===== src/rtl/ecc_corr39.sv =====
// ecc_corr39: two-stage SECDED check/correct for 39-bit EccGet32 words, with saturating
// error counters and a single-entry scrub slot. Define ECC_ERR_LOG_EN to build the first-error log.
module ecc_corr39 #(
    parameter int TAG_W = 8,
    parameter int CNT_W = 16
) (
    input  logic             clk,
    input  logic             rst_n,
    input  logic             in_vld,
    output logic             in_rdy,
    input  logic [38:0]      in_cw,
    input  logic [TAG_W-1:0] in_tag,
    output logic             out_vld,
    input  logic             out_rdy,
    output logic [31:0]      out_data,
    output logic [TAG_W-1:0] out_tag,
    output logic             out_ce,
    output logic             out_ue,
    output logic [6:0]       out_syn,
    output logic             scrub_vld,
    input  logic             scrub_rdy,
    output logic [38:0]      scrub_cw,
    output logic [TAG_W-1:0] scrub_tag,
    output logic             scrub_ovf,
    input  logic             clr,
    output logic [CNT_W-1:0] ce_cnt,
    output logic [CNT_W-1:0] ue_cnt,
    output logic             log_vld,
    output logic [TAG_W-1:0] log_tag,
    output logic [6:0]       log_syn
);

    // Syndrome bit k covers every position whose 1-based index has bit k set.
    function automatic logic [5:0] calc_syn(input logic [38:0] cw);
        logic [5:0] s;
        s = 6'd0;
        for (int j = 0; j < 38; j++) begin
            s = s ^ (6'(j + 1) & {6{cw[j]}});
        end
        return s;
    endfunction

    function automatic logic [31:0] get_data(input logic [38:0] cw);
        return {cw[37:32], cw[30:16], cw[14:8], cw[6:4], cw[2]};
    endfunction

    logic             s1_vld_q;
    logic [38:0]      s1_cw_q;
    logic [TAG_W-1:0] s1_tag_q;
    logic             adv_s;
    logic             ld2_s;
    logic [5:0]       syn_s;
    logic             par_s;
    logic [38:0]      flip_s;
    logic [38:0]      fix_cw_s;
    logic             ce_s;
    logic             ue_s;
    logic             out_vld_q;
    logic [31:0]      out_data_q;
    logic [TAG_W-1:0] out_tag_q;
    logic             out_ce_q;
    logic             out_ue_q;
    logic [6:0]       out_syn_q;
    logic             scrub_vld_q;
    logic [38:0]      scrub_cw_q;
    logic [TAG_W-1:0] scrub_tag_q;
    logic             scrub_ovf_q;
    logic             scrub_fill_s;
    logic             scrub_drop_s;
    logic [CNT_W-1:0] ce_cnt_q;
    logic [CNT_W-1:0] ce_cnt_d;
    logic [CNT_W-1:0] ue_cnt_q;
    logic [CNT_W-1:0] ue_cnt_d;

    assign adv_s  = ~out_vld_q | out_rdy;
    assign ld2_s  = adv_s & s1_vld_q;
    assign in_rdy = adv_s;

    // Stage 1: capture the raw codeword and tag.
    always_ff @(posedge clk or negedge rst_n) begin
        if (!rst_n) begin
            s1_vld_q <= 1'b0;
            s1_cw_q  <= 39'd0;
            s1_tag_q <= {TAG_W{1'b0}};
        end else if (adv_s) begin
            s1_vld_q <= in_vld;
            s1_cw_q  <= in_cw;
            s1_tag_q <= in_tag;
        end else begin
            s1_vld_q <= s1_vld_q;
        end
    end

    // Syndrome, classification and single-bit correction of the stage-1 word.
    always_comb begin
        syn_s  = calc_syn(s1_cw_q);
        par_s  = ^s1_cw_q;
        flip_s = 39'd0;
        ce_s   = 1'b0;
        ue_s   = 1'b0;
        case ({par_s, syn_s == 6'd0})
            2'b01: ce_s = 1'b0;
            2'b11: begin
                flip_s = {1'b1, 38'd0};
                ce_s   = 1'b1;
            end
            2'b10: begin
                if (syn_s <= 6'd38) begin
                    flip_s = 39'd1 << (syn_s - 6'd1);
                    ce_s   = 1'b1;
                end else begin
                    ue_s = 1'b1;
                end
            end
            2'b00:   ue_s = 1'b1;
            default: ue_s = 1'b1;
        endcase
        fix_cw_s = s1_cw_q ^ flip_s;
    end

    // Stage 2: result registers; flip_s is zero on UE so data stays raw.
    always_ff @(posedge clk or negedge rst_n) begin
        if (!rst_n) begin
            out_vld_q  <= 1'b0;
            out_data_q <= 32'd0;
            out_tag_q  <= {TAG_W{1'b0}};
            out_ce_q   <= 1'b0;
            out_ue_q   <= 1'b0;
            out_syn_q  <= 7'd0;
        end else if (adv_s) begin
            out_vld_q <= s1_vld_q;
            if (s1_vld_q) begin
                out_data_q <= get_data(fix_cw_s);
                out_tag_q  <= s1_tag_q;
                out_ce_q   <= ce_s;
                out_ue_q   <= ue_s;
                out_syn_q  <= {par_s, syn_s};
            end
        end else begin
            out_vld_q <= out_vld_q;
        end
    end

    assign scrub_fill_s = ld2_s & ce_s & (~scrub_vld_q | scrub_rdy);
    assign scrub_drop_s = ld2_s & ce_s & scrub_vld_q & ~scrub_rdy;

    // Single-entry scrub slot and sticky overflow flag.
    always_ff @(posedge clk or negedge rst_n) begin
        if (!rst_n) begin
            scrub_vld_q <= 1'b0;
            scrub_cw_q  <= 39'd0;
            scrub_tag_q <= {TAG_W{1'b0}};
            scrub_ovf_q <= 1'b0;
        end else begin
            if (scrub_fill_s) begin
                scrub_vld_q <= 1'b1;
                scrub_cw_q  <= fix_cw_s;
                scrub_tag_q <= s1_tag_q;
            end else if (scrub_rdy) begin
                scrub_vld_q <= 1'b0;
            end else begin
                scrub_vld_q <= scrub_vld_q;
            end
            if (clr) begin
                scrub_ovf_q <= 1'b0;
            end else if (scrub_drop_s) begin
                scrub_ovf_q <= 1'b1;
            end else begin
                scrub_ovf_q <= scrub_ovf_q;
            end
        end
    end

    // Saturating counters; clr beats a same-cycle increment.
    always_comb begin
        ce_cnt_d = ce_cnt_q;
        ue_cnt_d = ue_cnt_q;
        if (clr) begin
            ce_cnt_d = {CNT_W{1'b0}};
            ue_cnt_d = {CNT_W{1'b0}};
        end else begin
            if (ld2_s && ce_s && !(&ce_cnt_q)) begin
                ce_cnt_d = ce_cnt_q + CNT_W'(1);
            end else begin
                ce_cnt_d = ce_cnt_q;
            end
            if (ld2_s && ue_s && !(&ue_cnt_q)) begin
                ue_cnt_d = ue_cnt_q + CNT_W'(1);
            end else begin
                ue_cnt_d = ue_cnt_q;
            end
        end
    end

    // Counter registers.
    always_ff @(posedge clk or negedge rst_n) begin
        if (!rst_n) begin
            ce_cnt_q <= {CNT_W{1'b0}};
            ue_cnt_q <= {CNT_W{1'b0}};
        end else begin
            ce_cnt_q <= ce_cnt_d;
            ue_cnt_q <= ue_cnt_d;
        end
    end

`ifdef ECC_ERR_LOG_EN
    logic             log_vld_q;
    logic             log_ue_q;
    logic [TAG_W-1:0] log_tag_q;
    logic [6:0]       log_syn_q;
    logic             log_cap_s;

    // A UE may replace a logged CE once; otherwise the first error sticks.
    assign log_cap_s = ld2_s & (ce_s | ue_s) & (~log_vld_q | (ue_s & ~log_ue_q));

    // First-error log registers.
    always_ff @(posedge clk or negedge rst_n) begin
        if (!rst_n) begin
            log_vld_q <= 1'b0;
            log_ue_q  <= 1'b0;
            log_tag_q <= {TAG_W{1'b0}};
            log_syn_q <= 7'd0;
        end else if (clr) begin
            log_vld_q <= 1'b0;
            log_ue_q  <= 1'b0;
            log_tag_q <= {TAG_W{1'b0}};
            log_syn_q <= 7'd0;
        end else if (log_cap_s) begin
            log_vld_q <= 1'b1;
            log_ue_q  <= ue_s;
            log_tag_q <= s1_tag_q;
            log_syn_q <= {par_s, syn_s};
        end else begin
            log_vld_q <= log_vld_q;
        end
    end

    assign log_vld = log_vld_q;
    assign log_tag = log_tag_q;
    assign log_syn = log_syn_q;
`else
    assign log_vld = 1'b0;
    assign log_tag = {TAG_W{1'b0}};
    assign log_syn = 7'd0;
`endif

    assign out_vld   = out_vld_q;
    assign out_data  = out_data_q;
    assign out_tag   = out_tag_q;
    assign out_ce    = out_ce_q;
    assign out_ue    = out_ue_q;
    assign out_syn   = out_syn_q;
    assign scrub_vld = scrub_vld_q;
    assign scrub_cw  = scrub_cw_q;
    assign scrub_tag = scrub_tag_q;
    assign scrub_ovf = scrub_ovf_q;
    assign ce_cnt    = ce_cnt_q;
    assign ue_cnt    = ue_cnt_q;

endmodule

===== config.mk =====
export PLATFORM = sky130hd
export DESIGN_NAME = ecc_corr39
export DESIGN_NICKNAME = d
export VERILOG_FILES = /design/src/rtl/ecc_corr39.sv
export SDC_FILE = /design/constraint.sdc
export NUM_CORES = 1
export LEC_CHECK = 0
export BUFFER_PORTS_ARGS = -buffer_cell sky130_fd_sc_hd__buf_2
export CAP_MARGIN = 20
export CORE_ASPECT_RATIO = 0.9
export CORE_MARGIN = 1.5
export CORE_UTILIZATION = 55
export CTS_CLUSTER_SIZE = 24
export DETAILED_ROUTE_END_ITERATION = 8
export GPL_ROUTABILITY_DRIVEN = 0
export GPL_TIMING_DRIVEN = 0
export PLACE_DENSITY_LB_ADDON = 0.25
export SETUP_SLACK_MARGIN = 0.2
export SKIP_CTS_REPAIR_TIMING = 1
export SLEW_MARGIN = 40
export SYNTH_ARGS = -nofsm -noshare
export SYNTH_HDL_FRONTEND = slang
export SYNTH_SLANG_ARGS = --single-unit

===== constraint.sdc =====
create_clock -name clk -period 8.55 [get_ports clk]
set_input_delay 1.71 -clock clk [delete_from_list [all_inputs] [get_ports clk]]
set_output_delay 1.71 -clock clk [all_outputs]
set_load 0.1 [all_outputs]

==> metrics.cfg <==
[run_status]
status = finished, final reports clean

[grt]
grt_pass1_wl_um = 33500
antenna_found_initial = 0
grt_start_max_net_pins = 70
grt_pass1_vias = 6171
grt_overflow_total = 0
grt_usage = 0.270

[synth]
yosysTopAreaCellShare = 0.516
dominantRegCellSynth = dfrtp_1
ys_types = 53
syn_area_um2 = 8690
synth_seq_cells = 179
async_reset_ff_frac = 1.00
yosys_warnings = 0
avgSynthCellArea_um2 = 11.0
synth_top_cell_by_area = dfrtp_1
syn-instance-count = 793
synth.area.top_cells = dfrtp_1 52%, mux2_2 7.8%, xnor2_1 7.7%, nor2_1 4.4%, nand2_1 3.9%
yosysSeqAreaShare = 0.516
synth-edff-count = 0

[route]
vias = 6462
drcViolationCount = 0
wl_per_cell_um = 17.7
drt_iter0_drc = 404
drt-total-wl_um = 21600
first_pass_iters = 5
via_per_inst = 5.28
antenna_left = 0

[timing]
timing.fmax_mhz = 197
finalSetupViolCount = 0
fin_crit_ns = 5.07
period_share = 0.593
slew_headroom = 0.533
finalHoldViolations = 0
clock_skew_ns = 0.0103
fin_setup_tns_ns = 0
rsz0062_at_grt = false
drv_slew = 0
tightestPinTransition_ns = 0.701
holdWs_ns = 0.471

[finish]
num-fill-cells = 1249
syn_to_final_growth_pct = 21.1
layout_commonest_cell = buf_2
most-common-layout-cells = 190 x buf_2, 179 x dfrtp_1, 101 x nor2_1
nets = 1067
seq_area_um2 = 4480
diodes = 0
multiInputGateArea_um2 = 3950
drive_gt1_frac = 0.320

[hold_path]
hold_path_startpoint = out_ue
hold_depth = 2
holdCritPathClass = reg2reg
min_to = out_ue

[floorplanning]
rows = 43
die_area_um2 = 16600
core_area_um2 = 15400
die_width_um = 135
die_height_um = 122
start_util = 0.563
io_pins = 201

[cts]
cts_inserted_buffers = 17
clock-sinks = 179
clk_pin_slew_worst_paths_ns = 0.06
htreeDepth = 4
cts_tree = done
cts_buffer_depth = 2
cts_root_buffer = clkbuf_16
clock_latency_ns = 0.43

[setup_path]
required_ns = 6.84
worstPathArrival_ns = 3.36
regToRegSetupSlack_ns = 4.68
end_kind = output pin
crit_fanout = 10
critPathKind = in2out
reg2regPathDepth = 11
r2r-start = s1_cw_q[22]
rr_endpoint = scrub_cw[23]
critPathLaunchType = input pin

[placed_design]
port_buffers = 183
place_hpwl_um = 15700

[run]
maxCapViolCount = 0

==> worst max path at each step <==
| stage | startpoint | endpoint | slack, ns |
|---|---|---|---|
| floorplan | out_rdy | in_rdy | 3.75 |
| global placement | rst_n | out_data[20] | 2.86 |
| detailed placement | out_rdy | in_rdy | 3.48 |
| CTS | out_rdy | in_rdy | 3.47 |
| global route | out_rdy | in_rdy | 3.41 |
| finish | out_rdy | in_rdy | 3.48 |
==> worst max-delay path, cell delays in order <==
cell	delay, ns
buf_2	0.09
nand2b_1	0.09
clkbuf_1	0.36
clkbuf_1	0.54
buf_2	0.55
==> layer usage <==
layer | wire length, µm | vias to the layer above | GRT usage | share of wire
met2 | 10100 | 214 | 0.419 | 0.47
li1 | - | 3076 | - | -
met1 | 9870 | 3146 | 0.390 | 0.46
met5 | 0 | - | 0 | 0
met3 | 1350 | 26 | 0.0537 | 0.062
met4 | 327 | 0 | 0.0719 | 0.015
==> area by class of cell <==
| cell class | instances | area share |
|---|---|---|
| buffer | 53 | 0.0291 |
| clock buffer | 21 | 0.0438 |
| clock inverter | 9 | 0.00785 |
| inverter | 2 | 0.000714 |
| multi-input combinational | 574 | 0.375 |
| sequential | 179 | 0.426 |
| tap | 202 | 0.0240 |
| timing repair buffer | 185 | 0.0933 |
==> through the flow <==
step	worst slack (ns)	util	instance area, µm²	cells
final	3.48	0.681	10500	1225
after detailed placement	3.48	0.646	9980	1195
after global routing	3.41	0.681	10500	1225
after floorplan	3.75	-	8740	808
after CTS	3.47	0.681	10500	1225
after global placement	2.86	0.642	9910	1193
==> logic make-up (layout without fill, tap and decap cells) <==
family          count (synthesis)  count (layout)  synth area share
simple gates                  272             272             0.145
flops                         179             179             0.516
xor+xnor                      118             118             0.156
compound gates                103             103            0.0631
mux                            63              63            0.0815
buf+inv                        55             270            0.0362
fa+ha+maj                       2               2           0.00288
other cells                     1              16          0.000432
==> synth_stat cells (all sizes together) (7+ instances only) <==
library cell    n
a21oi          52
buf            34
clkbuf         19
dfrtp         179
mux2           62
nand2          90
nand3          17
nand4          12
nor2          102
nor2b           7
nor3           10
o21ai          44
or3            10
xnor2          82
xnor3          15
xor2           19
==> state kept, by name, indices dropped and copies added, names as in the netlist, 7 cells and up <==
register / flops
out_syn: 7
s1_cw_q: 39
s1_tag_q: 8
scrub_cw: 39
scrub_tag: 8
ue_cnt: 16
ce_cnt: 16
out_data: 32
out_tag: 8
Power is left out: the tool's default activity adds up to more than one toggle a clock period on the data nets, which glitch-free logic cannot reach.
